File: config.mk
export PLATFORM = sky130hd
export DESIGN_NAME = rs_alu_queue_flat
export DESIGN_NICKNAME = d
export VERILOG_FILES = /design/src/rtl/rs_alu_queue_pkg.sv /design/src/rtl/rs_alu_queue_if.sv /design/src/rtl/rs_alu_queue_oldest.sv /design/src/rtl/rs_alu_queue.sv /design/src/flat_wrapper.sv
export SDC_FILE = /design/constraint.sdc
export NUM_CORES = 2
export LEC_CHECK = 0
export CAP_MARGIN = 20
export CORE_ASPECT_RATIO = 1.5
export CORE_MARGIN = 2
export CORE_UTILIZATION = 40
export DETAILED_ROUTE_END_ITERATION = 7
export SYNTH_ARGS = -nofsm -noshare
export SYNTH_HDL_FRONTEND = slang
export SYNTH_SLANG_ARGS = --single-unit
File: constraint.sdc
create_clock -name clk -period 2.8 [get_ports clk]
set_input_delay 0.56 -clock clk [delete_from_list [all_inputs] [get_ports clk]]
set_output_delay 0.56 -clock clk [all_outputs]
set_load 0.005 [all_outputs]
File: src/rtl/rs_alu_queue_pkg.sv
// rs_alu_queue shared constants and the per-slot payload bundle.
// Widths here are common to every reservation station in the core.
package rs_alu_queue_pkg;

  localparam int DATA_LEN        = 32;
  localparam int ADDR_LEN        = 32;
  localparam int PRF_SEL         = 6;
  localparam int ALU_OP_WIDTH    = 4;
  localparam int SRC_A_SEL_WIDTH = 2;
  localparam int SRC_B_SEL_WIDTH = 2;

  typedef struct packed {
    logic [DATA_LEN-1:0]        imm;
    logic [ADDR_LEN-1:0]        pc;
    logic [PRF_SEL-1:0]         rrftag;
    logic [ALU_OP_WIDTH-1:0]    alu_op;
    logic [SRC_A_SEL_WIDTH-1:0] src_a_sel;
    logic [SRC_B_SEL_WIDTH-1:0] src_b_sel;
  } rs_ent_t;

endpackage

File: src/rtl/rs_alu_queue_if.sv
// rs_alu_queue bus: dispatch, wakeup broadcasts and ALU issue.
// master drives dispatch/wakeup/ready, slave is the station.
interface rs_alu_queue_if #(parameter int ENTRIES = 4);
  import rs_alu_queue_pkg::*;

  localparam int CW = $clog2(ENTRIES) + 1;

  logic                       flush;
  logic                       dp_we;
  logic [DATA_LEN-1:0]        dp_src1;
  logic [DATA_LEN-1:0]        dp_src2;
  logic                       dp_rdy1;
  logic                       dp_rdy2;
  logic [DATA_LEN-1:0]        dp_imm;
  logic [ADDR_LEN-1:0]        dp_pc;
  logic [PRF_SEL-1:0]         dp_rrftag;
  logic [ALU_OP_WIDTH-1:0]    dp_alu_op;
  logic [SRC_A_SEL_WIDTH-1:0] dp_src_a_sel;
  logic [SRC_B_SEL_WIDTH-1:0] dp_src_b_sel;
  logic                       wk_we1;
  logic [PRF_SEL-1:0]         wk_ent1;
  logic [DATA_LEN-1:0]        wk_data1;
  logic                       wk_we2;
  logic [PRF_SEL-1:0]         wk_ent2;
  logic [DATA_LEN-1:0]        wk_data2;
  logic                       iss_valid;
  logic                       iss_ready;
  logic [DATA_LEN-1:0]        iss_src1;
  logic [DATA_LEN-1:0]        iss_src2;
  logic [DATA_LEN-1:0]        iss_imm;
  logic [ADDR_LEN-1:0]        iss_pc;
  logic [PRF_SEL-1:0]         iss_rrftag;
  logic [ALU_OP_WIDTH-1:0]    iss_alu_op;
  logic [SRC_A_SEL_WIDTH-1:0] iss_src_a_sel;
  logic [SRC_B_SEL_WIDTH-1:0] iss_src_b_sel;
  logic                       full;
  logic [CW-1:0]              count;

  modport master (
    output flush, dp_we, dp_src1, dp_src2, dp_rdy1, dp_rdy2,
    output dp_imm, dp_pc, dp_rrftag, dp_alu_op,
    output dp_src_a_sel, dp_src_b_sel,
    output wk_we1, wk_ent1, wk_data1, wk_we2, wk_ent2, wk_data2,
    output iss_ready,
    input  iss_valid, iss_src1, iss_src2, iss_imm, iss_pc,
    input  iss_rrftag, iss_alu_op, iss_src_a_sel, iss_src_b_sel,
    input  full, count
  );

  modport slave (
    input  flush, dp_we, dp_src1, dp_src2, dp_rdy1, dp_rdy2,
    input  dp_imm, dp_pc, dp_rrftag, dp_alu_op,
    input  dp_src_a_sel, dp_src_b_sel,
    input  wk_we1, wk_ent1, wk_data1, wk_we2, wk_ent2, wk_data2,
    input  iss_ready,
    output iss_valid, iss_src1, iss_src2, iss_imm, iss_pc,
    output iss_rrftag, iss_alu_op, iss_src_a_sel, iss_src_b_sel,
    output full, count
  );

endinterface

File: src/rtl/rs_alu_queue_oldest.sv
// Oldest-first selector over an age matrix (row i bit j = j older).
// Shared by the ALU, LSU and branch stations.
module rs_oldest_select #(
  parameter int N = 4
) (
  input  logic [N-1:0]         i_elig,
  input  logic [N-1:0][N-1:0]  i_age,
  output logic [N-1:0]         o_grant,
  output logic                 o_valid
);

  // grant the eligible slot with no older eligible slot
  always_comb begin
    o_grant = '0;
    for (int i = 0; i < N; i++) begin
      o_grant[i] = i_elig[i] & ~|(i_age[i] & i_elig);
    end
  end

  assign o_valid = |o_grant;

endmodule

File: src/rtl/rs_alu_queue.sv
// Integer ALU reservation station: capture, wakeup, oldest-ready issue.
// Age rows track relative order so issue stays oldest-first.
module rs_alu_queue
  import rs_alu_queue_pkg::*;
#(
  parameter int ENTRIES = 4
) (
  input  logic          clk,
  input  logic          reset,
  rs_alu_queue_if.slave io
);

  localparam int CW = $clog2(ENTRIES) + 1;

  logic [ENTRIES-1:0]               r_busy;
  logic [ENTRIES-1:0]               r_rdy1;
  logic [ENTRIES-1:0]               r_rdy2;
  logic [DATA_LEN-1:0]              r_src1 [ENTRIES];
  logic [DATA_LEN-1:0]              r_src2 [ENTRIES];
  rs_ent_t                          r_ent  [ENTRIES];
  logic [ENTRIES-1:0][ENTRIES-1:0]  r_age;

  logic [ENTRIES-1:0]  w_elig;
  logic [ENTRIES-1:0]  w_grant;
  logic [ENTRIES-1:0]  w_free;
  logic [ENTRIES-1:0]  w_clr;
  logic                w_sel_v;
  logic                w_fire;
  logic                w_full;
  logic                w_dp;
  logic [CW-1:0]       w_cnt;
  rs_ent_t             w_dp_ent;
  rs_ent_t             w_iss_ent;
  logic [DATA_LEN-1:0] w_iss_src1;
  logic [DATA_LEN-1:0] w_iss_src2;

  assign w_elig = r_busy & r_rdy1 & r_rdy2;

  rs_oldest_select #(.N(ENTRIES)) u_sel (
    .i_elig  (w_elig),
    .i_age   (r_age),
    .o_grant (w_grant),
    .o_valid (w_sel_v)
  );

  assign w_fire = w_sel_v & io.iss_ready;
  assign w_clr  = w_fire ? w_grant : '0;
  assign w_full = &r_busy;
  assign w_dp   = io.dp_we & ~w_full & ~io.flush;
  // lowest clear bit of r_busy, as one-hot
  assign w_free = ~r_busy & (r_busy + ENTRIES'(1));

  assign w_dp_ent = '{
    imm:       io.dp_imm,
    pc:        io.dp_pc,
    rrftag:    io.dp_rrftag,
    alu_op:    io.dp_alu_op,
    src_a_sel: io.dp_src_a_sel,
    src_b_sel: io.dp_src_b_sel
  };

  // occupancy count from busy bits
  always_comb begin
    w_cnt = '0;
    for (int i = 0; i < ENTRIES; i++) begin
      w_cnt = w_cnt + CW'(r_busy[i]);
    end
  end

  // one-hot mux of the granted slot onto the issue port
  always_comb begin
    w_iss_ent  = '0;
    w_iss_src1 = '0;
    w_iss_src2 = '0;
    for (int i = 0; i < ENTRIES; i++) begin
      if (w_grant[i]) begin
        w_iss_ent  = r_ent[i];
        w_iss_src1 = r_src1[i];
        w_iss_src2 = r_src2[i];
      end
    end
  end

  // slot state: flush, issue free, dispatch write, operand wakeup
  always_ff @(posedge clk or negedge reset) begin
    if (!reset) begin
      r_busy <= '0;
      r_rdy1 <= '0;
      r_rdy2 <= '0;
      r_age  <= '0;
      for (int i = 0; i < ENTRIES; i++) begin
        r_src1[i] <= '0;
        r_src2[i] <= '0;
        r_ent[i]  <= '0;
      end
    end else if (io.flush) begin
      r_busy <= '0;
      r_age  <= '0;
    end else begin
      for (int i = 0; i < ENTRIES; i++) begin
        r_age[i] <= r_age[i] & ~w_clr;
        if (w_clr[i]) r_busy[i] <= 1'b0;
        if (w_dp && w_free[i]) begin
          r_busy[i] <= 1'b1;
          r_rdy1[i] <= io.dp_rdy1;
          r_rdy2[i] <= io.dp_rdy2;
          r_src1[i] <= io.dp_src1;
          r_src2[i] <= io.dp_src2;
          r_ent[i]  <= w_dp_ent;
          r_age[i]  <= r_busy & ~w_clr;
        end else if (r_busy[i]) begin
          if (!r_rdy1[i]) begin
            if (io.wk_we1 && r_src1[i][PRF_SEL-1:0] == io.wk_ent1) begin
              r_src1[i] <= io.wk_data1;
              r_rdy1[i] <= 1'b1;
            end else if (io.wk_we2 && r_src1[i][PRF_SEL-1:0] == io.wk_ent2) begin
              r_src1[i] <= io.wk_data2;
              r_rdy1[i] <= 1'b1;
            end
          end
          if (!r_rdy2[i]) begin
            if (io.wk_we1 && r_src2[i][PRF_SEL-1:0] == io.wk_ent1) begin
              r_src2[i] <= io.wk_data1;
              r_rdy2[i] <= 1'b1;
            end else if (io.wk_we2 && r_src2[i][PRF_SEL-1:0] == io.wk_ent2) begin
              r_src2[i] <= io.wk_data2;
              r_rdy2[i] <= 1'b1;
            end
          end
        end
      end
    end
  end

  assign io.iss_valid     = w_sel_v;
  assign io.iss_src1      = w_iss_src1;
  assign io.iss_src2      = w_iss_src2;
  assign io.iss_imm       = w_iss_ent.imm;
  assign io.iss_pc        = w_iss_ent.pc;
  assign io.iss_rrftag    = w_iss_ent.rrftag;
  assign io.iss_alu_op    = w_iss_ent.alu_op;
  assign io.iss_src_a_sel = w_iss_ent.src_a_sel;
  assign io.iss_src_b_sel = w_iss_ent.src_b_sel;
  assign io.full          = w_full;
  assign io.count         = w_cnt;

endmodule

File: src/flat_wrapper.sv
// flat-port wrapper written by rule: the top's interface ports become plain ports
module rs_alu_queue_flat import rs_alu_queue_pkg::*;
#(
  parameter int ENTRIES = 4
)
  (clk, reset, io_flush, io_dp_we, io_dp_src1, io_dp_src2, io_dp_rdy1, io_dp_rdy2, io_dp_imm, io_dp_pc, io_dp_rrftag, io_dp_alu_op, io_dp_src_a_sel, io_dp_src_b_sel, io_wk_we1, io_wk_ent1, io_wk_data1, io_wk_we2, io_wk_ent2, io_wk_data2, io_iss_ready, io_iss_valid, io_iss_src1, io_iss_src2, io_iss_imm, io_iss_pc, io_iss_rrftag, io_iss_alu_op, io_iss_src_a_sel, io_iss_src_b_sel, io_full, io_count);
  rs_alu_queue_if #(.ENTRIES(ENTRIES)) io_i ();
  input  logic clk;
  input  logic reset;
  input wire logic [$bits(io_i.flush)-1:0] io_flush;
  input wire logic [$bits(io_i.dp_we)-1:0] io_dp_we;
  input wire logic [$bits(io_i.dp_src1)-1:0] io_dp_src1;
  input wire logic [$bits(io_i.dp_src2)-1:0] io_dp_src2;
  input wire logic [$bits(io_i.dp_rdy1)-1:0] io_dp_rdy1;
  input wire logic [$bits(io_i.dp_rdy2)-1:0] io_dp_rdy2;
  input wire logic [$bits(io_i.dp_imm)-1:0] io_dp_imm;
  input wire logic [$bits(io_i.dp_pc)-1:0] io_dp_pc;
  input wire logic [$bits(io_i.dp_rrftag)-1:0] io_dp_rrftag;
  input wire logic [$bits(io_i.dp_alu_op)-1:0] io_dp_alu_op;
  input wire logic [$bits(io_i.dp_src_a_sel)-1:0] io_dp_src_a_sel;
  input wire logic [$bits(io_i.dp_src_b_sel)-1:0] io_dp_src_b_sel;
  input wire logic [$bits(io_i.wk_we1)-1:0] io_wk_we1;
  input wire logic [$bits(io_i.wk_ent1)-1:0] io_wk_ent1;
  input wire logic [$bits(io_i.wk_data1)-1:0] io_wk_data1;
  input wire logic [$bits(io_i.wk_we2)-1:0] io_wk_we2;
  input wire logic [$bits(io_i.wk_ent2)-1:0] io_wk_ent2;
  input wire logic [$bits(io_i.wk_data2)-1:0] io_wk_data2;
  input wire logic [$bits(io_i.iss_ready)-1:0] io_iss_ready;
  output wire logic [$bits(io_i.iss_valid)-1:0] io_iss_valid;
  output wire logic [$bits(io_i.iss_src1)-1:0] io_iss_src1;
  output wire logic [$bits(io_i.iss_src2)-1:0] io_iss_src2;
  output wire logic [$bits(io_i.iss_imm)-1:0] io_iss_imm;
  output wire logic [$bits(io_i.iss_pc)-1:0] io_iss_pc;
  output wire logic [$bits(io_i.iss_rrftag)-1:0] io_iss_rrftag;
  output wire logic [$bits(io_i.iss_alu_op)-1:0] io_iss_alu_op;
  output wire logic [$bits(io_i.iss_src_a_sel)-1:0] io_iss_src_a_sel;
  output wire logic [$bits(io_i.iss_src_b_sel)-1:0] io_iss_src_b_sel;
  output wire logic [$bits(io_i.full)-1:0] io_full;
  output wire logic [$bits(io_i.count)-1:0] io_count;
  assign io_i.flush = io_flush;
  assign io_i.dp_we = io_dp_we;
  assign io_i.dp_src1 = io_dp_src1;
  assign io_i.dp_src2 = io_dp_src2;
  assign io_i.dp_rdy1 = io_dp_rdy1;
  assign io_i.dp_rdy2 = io_dp_rdy2;
  assign io_i.dp_imm = io_dp_imm;
  assign io_i.dp_pc = io_dp_pc;
  assign io_i.dp_rrftag = io_dp_rrftag;
  assign io_i.dp_alu_op = io_dp_alu_op;
  assign io_i.dp_src_a_sel = io_dp_src_a_sel;
  assign io_i.dp_src_b_sel = io_dp_src_b_sel;
  assign io_i.wk_we1 = io_wk_we1;
  assign io_i.wk_ent1 = io_wk_ent1;
  assign io_i.wk_data1 = io_wk_data1;
  assign io_i.wk_we2 = io_wk_we2;
  assign io_i.wk_ent2 = io_wk_ent2;
  assign io_i.wk_data2 = io_wk_data2;
  assign io_i.iss_ready = io_iss_ready;
  assign io_iss_valid = io_i.iss_valid;
  assign io_iss_src1 = io_i.iss_src1;
  assign io_iss_src2 = io_i.iss_src2;
  assign io_iss_imm = io_i.iss_imm;
  assign io_iss_pc = io_i.iss_pc;
  assign io_iss_rrftag = io_i.iss_rrftag;
  assign io_iss_alu_op = io_i.iss_alu_op;
  assign io_iss_src_a_sel = io_i.iss_src_a_sel;
  assign io_iss_src_b_sel = io_i.iss_src_b_sel;
  assign io_full = io_i.full;
  assign io_count = io_i.count;
  rs_alu_queue #(.ENTRIES(ENTRIES)) u_core (.clk(clk), .reset(reset), .io(io_i));
endmodule
# [Word-level counts from Yosys, hierarchy flattened]
# Cells that the tools add are included.
[totals] reg_bits=596 latch_bits=0 ram_bits=0 romBits=0 elab_cells=268 mem_count=0
[classes] add_sub_neg=4 n_mul=0 div=0 n_lt_le_gt_ge=0 eq_ne=24 shifts=0 mux=107 n_bitwise=23 n_reduce_logical=62
[op_table] op="32-bit 2-to-1 mux" count=48
[op_table] op="78-bit 2-to-1 mux" count=4
[op_table] op="6-bit == test" count=16
[op_table] op="4-bit AND" count=12
[op_table] op="1-bit 2-to-1 mux" count=48
[op_table] op="4-bit AND reduction" count=9
[op_table] op="3-bit nonzero test" count=12
[op_table] op="4-bit 2-to-1 mux" count=6
[op_table] op="1-bit logical AND" count=20
[op_table] op="4-bit OR reduction" count=5
[op_table] op="16-bit 2-to-1 mux" count=1
[op_table] op="2-bit != test (second input constant)" count=8
[op_table] op="2-bit AND reduction" count=8
[op_table] op="4-bit inverter" count=2
[op_table] op="2-bit nonzero test" count=4
[op_table] op="1-bit AND" count=7
[op_table] op="3-bit by 1-bit adder with 3-bit output" count=2
[op_table] op="4-bit by 1-bit adder with 4-bit output (second input constant)" count=1
[op_table] op="1-bit logical NOT" count=4
[op_table] op="1-bit by 1-bit adder with 2-bit output" count=1
[op_table] op="1-bit inverter" count=2

# [Logic depth before layout (Yosys ltp)]
[logic_depth] depth_word=13 depth_mapped=11

# [By module]
# Synthesis repeated with hierarchy kept, for this count alone.
[unflattened] cells_unflattened=3902 area_unflattened_um2=33175.6
[modules_own_cells] mod="rs_alu_queue" n_inst=1 cells_each=3889 area_per_inst_um2=33081.7
[modules_own_cells] mod="rs_oldest_select" n_inst=1 cells_each=13 area_per_inst_um2=93.8

# [Least setup slack after synthesis]
# Ideal clock, no wire load.
[synth_timing] path_kind="reg2out" startpoint="register u_core.r_busy[0]" endpoint="output port io_iss_src2[10]" arrival_time_ns=2.070 slack_ns=0.170 stages_incl_launch_ff=9 cell_sequence="dfrtp_1 > buf_2 > and3_1 > a22o_1 > a2111oi_2 > buf_2 > clkbuf_1 > a221oi_1 > o21ai_0"
[synth_between] elab_chain_len=10
[synth_lines] item="from (decl)" line="rs_alu_queue.sv:15" text="logic [ENTRIES-1:0] r_busy;"
[synth_lines] item="from (signal assigned)" line="rs_alu_queue.sv:87" text="r_busy <= '0;"
[synth_lines] item="from (signal assigned)" line="rs_alu_queue.sv:97" text="r_busy <= '0;"
[synth_lines] item="from (signal, indexed assignment)" line="rs_alu_queue.sv:102" text="if (w_clr[i]) r_busy[i] <= 1'b0;"
[synth_lines] item="4-bit AND (*) (2 in series)" line="rs_alu_queue.sv:37" text="assign w_elig = r_busy & r_rdy1 & r_rdy2;"
[synth_lines] item="4-bit AND" line="rs_alu_queue_oldest.sv:16" text="o_grant[i] = i_elig[i] & ~|(i_age[i] & i_elig);"
[synth_lines] item="4-bit OR reduction" line="rs_alu_queue_oldest.sv:16"
[synth_lines] item="1-bit logical NOT" line="rs_alu_queue_oldest.sv:16"
[synth_lines] item="1-bit AND" line="rs_alu_queue_oldest.sv:16"
[synth_lines] item="32-bit 2-to-1 mux (3 in series)" line="rs_alu_queue.sv:76" text="if (w_grant[i]) begin"
[synth_lines] item="32-bit 2-to-1 mux (*)" line="rs_alu_queue.sv:76"
[synth_lines] item="to (decl)" line="flat_wrapper.sv:31" text="output wire logic [$bits(io_i.iss_src2)-1:0] io_iss_src2;"
# Every way passes the cells marked *; elsewhere a longest branch is shown, timed or not.

# [Worst setup path in the final report]
[layout_timing] startpoint="register u_core.r_rdy2[0]" endpoint="output port io_iss_alu_op[0]"
[layout_between] elab_chain_len=9
[layout_lines] item="from (decl)" line="rs_alu_queue.sv:17" text="logic [ENTRIES-1:0] r_rdy2;"
[layout_lines] item="from (signal, indexed assignment)" line="rs_alu_queue.sv:106" text="r_rdy2[i] <= io.dp_rdy2;"
[layout_lines] item="4-bit AND (*)" line="rs_alu_queue.sv:37"
[layout_lines] item="4-bit AND" line="rs_alu_queue_oldest.sv:16"
[layout_lines] item="4-bit OR reduction" line="rs_alu_queue_oldest.sv:16"
[layout_lines] item="1-bit logical NOT" line="rs_alu_queue_oldest.sv:16"
[layout_lines] item="1-bit AND" line="rs_alu_queue_oldest.sv:16"
[layout_lines] item="78-bit 2-to-1 mux (3 in series)" line="rs_alu_queue.sv:76"
[layout_lines] item="78-bit 2-to-1 mux (*)" line="rs_alu_queue.sv:76"
[layout_lines] item="to (decl)" line="flat_wrapper.sv:35" text="output wire logic [$bits(io_i.iss_alu_op)-1:0] io_iss_alu_op;"
# Marks and branches as above.

==> impl_metrics.yaml <==
drt:
  top_layer: "met5"
  drt_iter0_markers: 2391
  drc: 0
  vias: 30400
  drtPass1Iterations: 5
  wl_met3_mm: 8.89
  wire_per_inst_um: 24.9
  m1WireLength_mm: 52.5
  ant_nets: 0
  wl_met2_mm: 65.0
  avgViaCountPerCell: 5.69
  routed_wirelength_mm: 133
floorplanning:
  rows: 128
  pin_count: 374
  floorplan.initialDensity: 0.403
  die_y_um: 354
  core-area_mm2: 0.0812
  die_area_mm2: 0.0842
  die_w_um: 238
power:
  cellLeakagePower_nw: 20.6
  vdd_drop_max_v: 0.000507
  powerDensity_mw_per_mm2: 706
cts:
  h-tree-depth: 3
  clk_path_buf_depth: 3
  clk_pin_slew_worst_paths_ps: 60
  clock_latency_ps: 630
  cts_tree: "done"
  cts_root_buf: "clkbuf_16"
  clkSinkCount: 596
  numCtsBuffers: 67
logic_synthesis:
  syn_area_per_cell_um2: 8.76
  synth_top_area_share: 0.455
  synth_top_cell_by_area: "dfrtp_1"
  syn_inst: 3738
  synth_cell_types: 50
  ys_ff_latch: 596
  synth_top_flop_cell: "dfrtp_1"
  synthArstFlopShare: 1.00
  seq_area_frac_synth: 0.455
  synth-edff-count: 0
  ys_top_cells_by_area: "dfrtp_1, nand2_1, mux2_2, o21ai_0, mux2i_1"
  mappedNetlistArea_mm2: 0.0328
  yosysWarningCount: 0
  synth_nets: 3969
placed_design:
  dp_cells: 5055
  io_buffers: 373
  place.gp.congestion: 0.893
  pre_cts_ws_ps: -551
  place_hpwl_mm: 77.8
global_routing:
  grt_max_degree: 105
  track_usage: 0.306
  antenna_found_initial: 18
  grt_pass1_vias: 30500
  grt.overflow.total: 0
  grt_pass1_wl_mm: 194
worst_setup_path:
  cp.arrival_ps: 2990
  crit_chain: "and3_4, a22oi_2, and4b_4, nor2b_4, buf_6, buf_12, clkbuf_16, buf_6, buf_4, a221oi_2, o21ai_2, buf_2"
  end_kind: "output pin"
  crit_fanout: 7
  cp-start-kind: "flip-flop"
  crit_required_ps: 2240
  cp_num_buf_inv: 6
  slowest_stage: "dfrtp_1"
  worstSetupPathType: "reg -> out"
  crit_top_cell: "buf_6"
  cp_top_family: "buffers and inverters"
  slowest_delay_ps: 390
sta:
  min_period_ps: 3550
  drv_slew: 0
  fmax_ghz: 0.282
  worst_clock_skew_ps: 21.6
  rsz0062_at_grt: "true"
  maxSlewHeadroom: 0.508
  timing.final.ws_setup_ps: -748
  setup_viol: 146
  fin_crit_sh: 1.27
  setup-tns-final_ps: -86730
  hold_viol_final: 0
  worst_slew_pin_slew_ps: 738
finish:
  syn_to_final_growth_pct: 41.4
  layout_common_cells: "nand2_1, dfrtp_1, o21ai_0, mux2i_1, mux2_2"
  final_common_cell: "nand2_1"
  final_layout_size_suffix_gt1_frac: 0.293
  stdcell_count: 5334
  nets: 4472
  final_util: 0.570
  fillCellCount: 6956
run_status:
  violations: "setup timing"
  status: "complete, but fails checks"
job:
  max-cap-violations: 0
worst_hold_path:
  hp-class: "in -> async"
-- flip-flops by register name (all words and copies together), names as in the netlist --
register,cells
u_core.r_busy,4
u_core.r_age,16
u_core.r_src2,128
u_core.r_src1,128
u_core.r_rdy1,4
u_core.r_rdy2,4
u_core.r_ent,312
-- metrics by stage --
stage / power (mW) / hold slack, ps / area, µm²
detailed placement: 21.0 / 457 / 39500
CTS: 31.6 / 443 / 44100
global placement: 20.8 / 452 / 39500
finish: 32.7 / 465 / 46300
global route: 34.2 / 465 / 46300
floorplan: 16.9 / 264 / 32800
-- cell usage after synthesis (2+ instances only) --
cell type     n
nand2_1    1346
dfrtp_1     596
o21ai_0     517
mux2i_1     256
clkbuf_1    241
mux2_2      239
a221oi_1    142
buf_2        85
xor2_1       50
xnor2_1      46
o21ai_1      30
a21oi_1      24
and3_1       17
mux2_1       17
buf_1        16
nand4_1      16
nor2_1       15
buf_4        12
inv_1         7
nor4_1        7
nor4_4        7
nand3_1       6
o22a_1        4
a31oi_1       3
ha_1          3
nor2b_1       3
o31ai_2       3
a22oi_1       2
and2_1        2
and4b_1       2
nand2b_1      2
nor3_1        2
or3_1         2
or4_1         2
-- cell families after synthesis --
logic type | count (synthesis) | synth area share
xor gates and xnor gates | 96 | 0.0257
buffers and inverters | 361 | 0.0460
adders and majority gates | 4 | 0.00176
DFF | 596 | 0.455
muxes | 512 | 0.166
and+or+nand+nor | 1432 | 0.173
AOI/OAI and AO/OA | 737 | 0.132
-- what timing repair did --
| action | in CTS | in global routing |
|---|---|---|
| gates resized for setup | 828 | 540 |
| hold endpoints to repair | 24 | 0 |
| gates cloned | 31 | 10 |
| pin swaps | 90 | 172 |
| setup buffers | 69 | 94 |
| setup endpoints to repair | 147 | 179 |
| hold buffers | 1 | 0 |
-- worst paths after layout --
kind | cells after the start | slack [ps] | to | startpoint
worst max-delay path | 12 | -750 | io_iss_alu_op[0] | u_core.r_rdy2[0]$_DFFE_PN0P_
worst min-delay path | 2 | 460 | u_core.r_src1[93]$_DFFE_PN0P_ | reset
worst max register to register | 9 | 190 | u_core.r_src1[53]$_DFFE_PN0P_ | u_core.r_busy[0]$_DFFE_PN0P_
worst min register to register | 2 | 470 | u_core.r_ent[93]$_DFFE_PN0P_ | u_core.r_ent[93]$_DFFE_PN0P_
max in group asynchronous | 3 | 1390 | u_core.r_ent[98]$_DFFE_PN0P_ | reset
min in group clk | 2 | 470 | u_core.r_ent[93]$_DFFE_PN0P_ | u_core.r_ent[93]$_DFFE_PN0P_
-- layer usage --
| layer | track usage | vias up |
|---|---|---|
| met5 | 0 | - |
| met4 | 0.154 | 28 |
| met3 | 0.0656 | 322 |
| met2 | 0.519 | 1209 |
| met1 | 0.367 | 15100 |
| li1 | - | 13700 |
-- area by class of cell --
type	instances	area (µm²)	share of cell area
inverters	7	26.3	0.000567
repair buffers	788	8800	0.190
diodes	3	7.51	0.000162
well taps	1040	1300	0.0281
multi-input cells	2781	19000	0.410
clock inverters	25	387	0.00835
clock buffers	94	1890	0.0408
flip-flops and latches	596	14900	0.322
-- report_power, final --
group | leakage [nW] | internal [mW] | switching [mW] | total [mW]
Combinational | 11.9 | 5.02 | 4.90 | 9.91
Sequential | 7.58 | 11.1 | 2.38 | 13.5
Clock | 1.12 | 5.42 | 3.89 | 9.32
(Power assumes the default switching activity.)
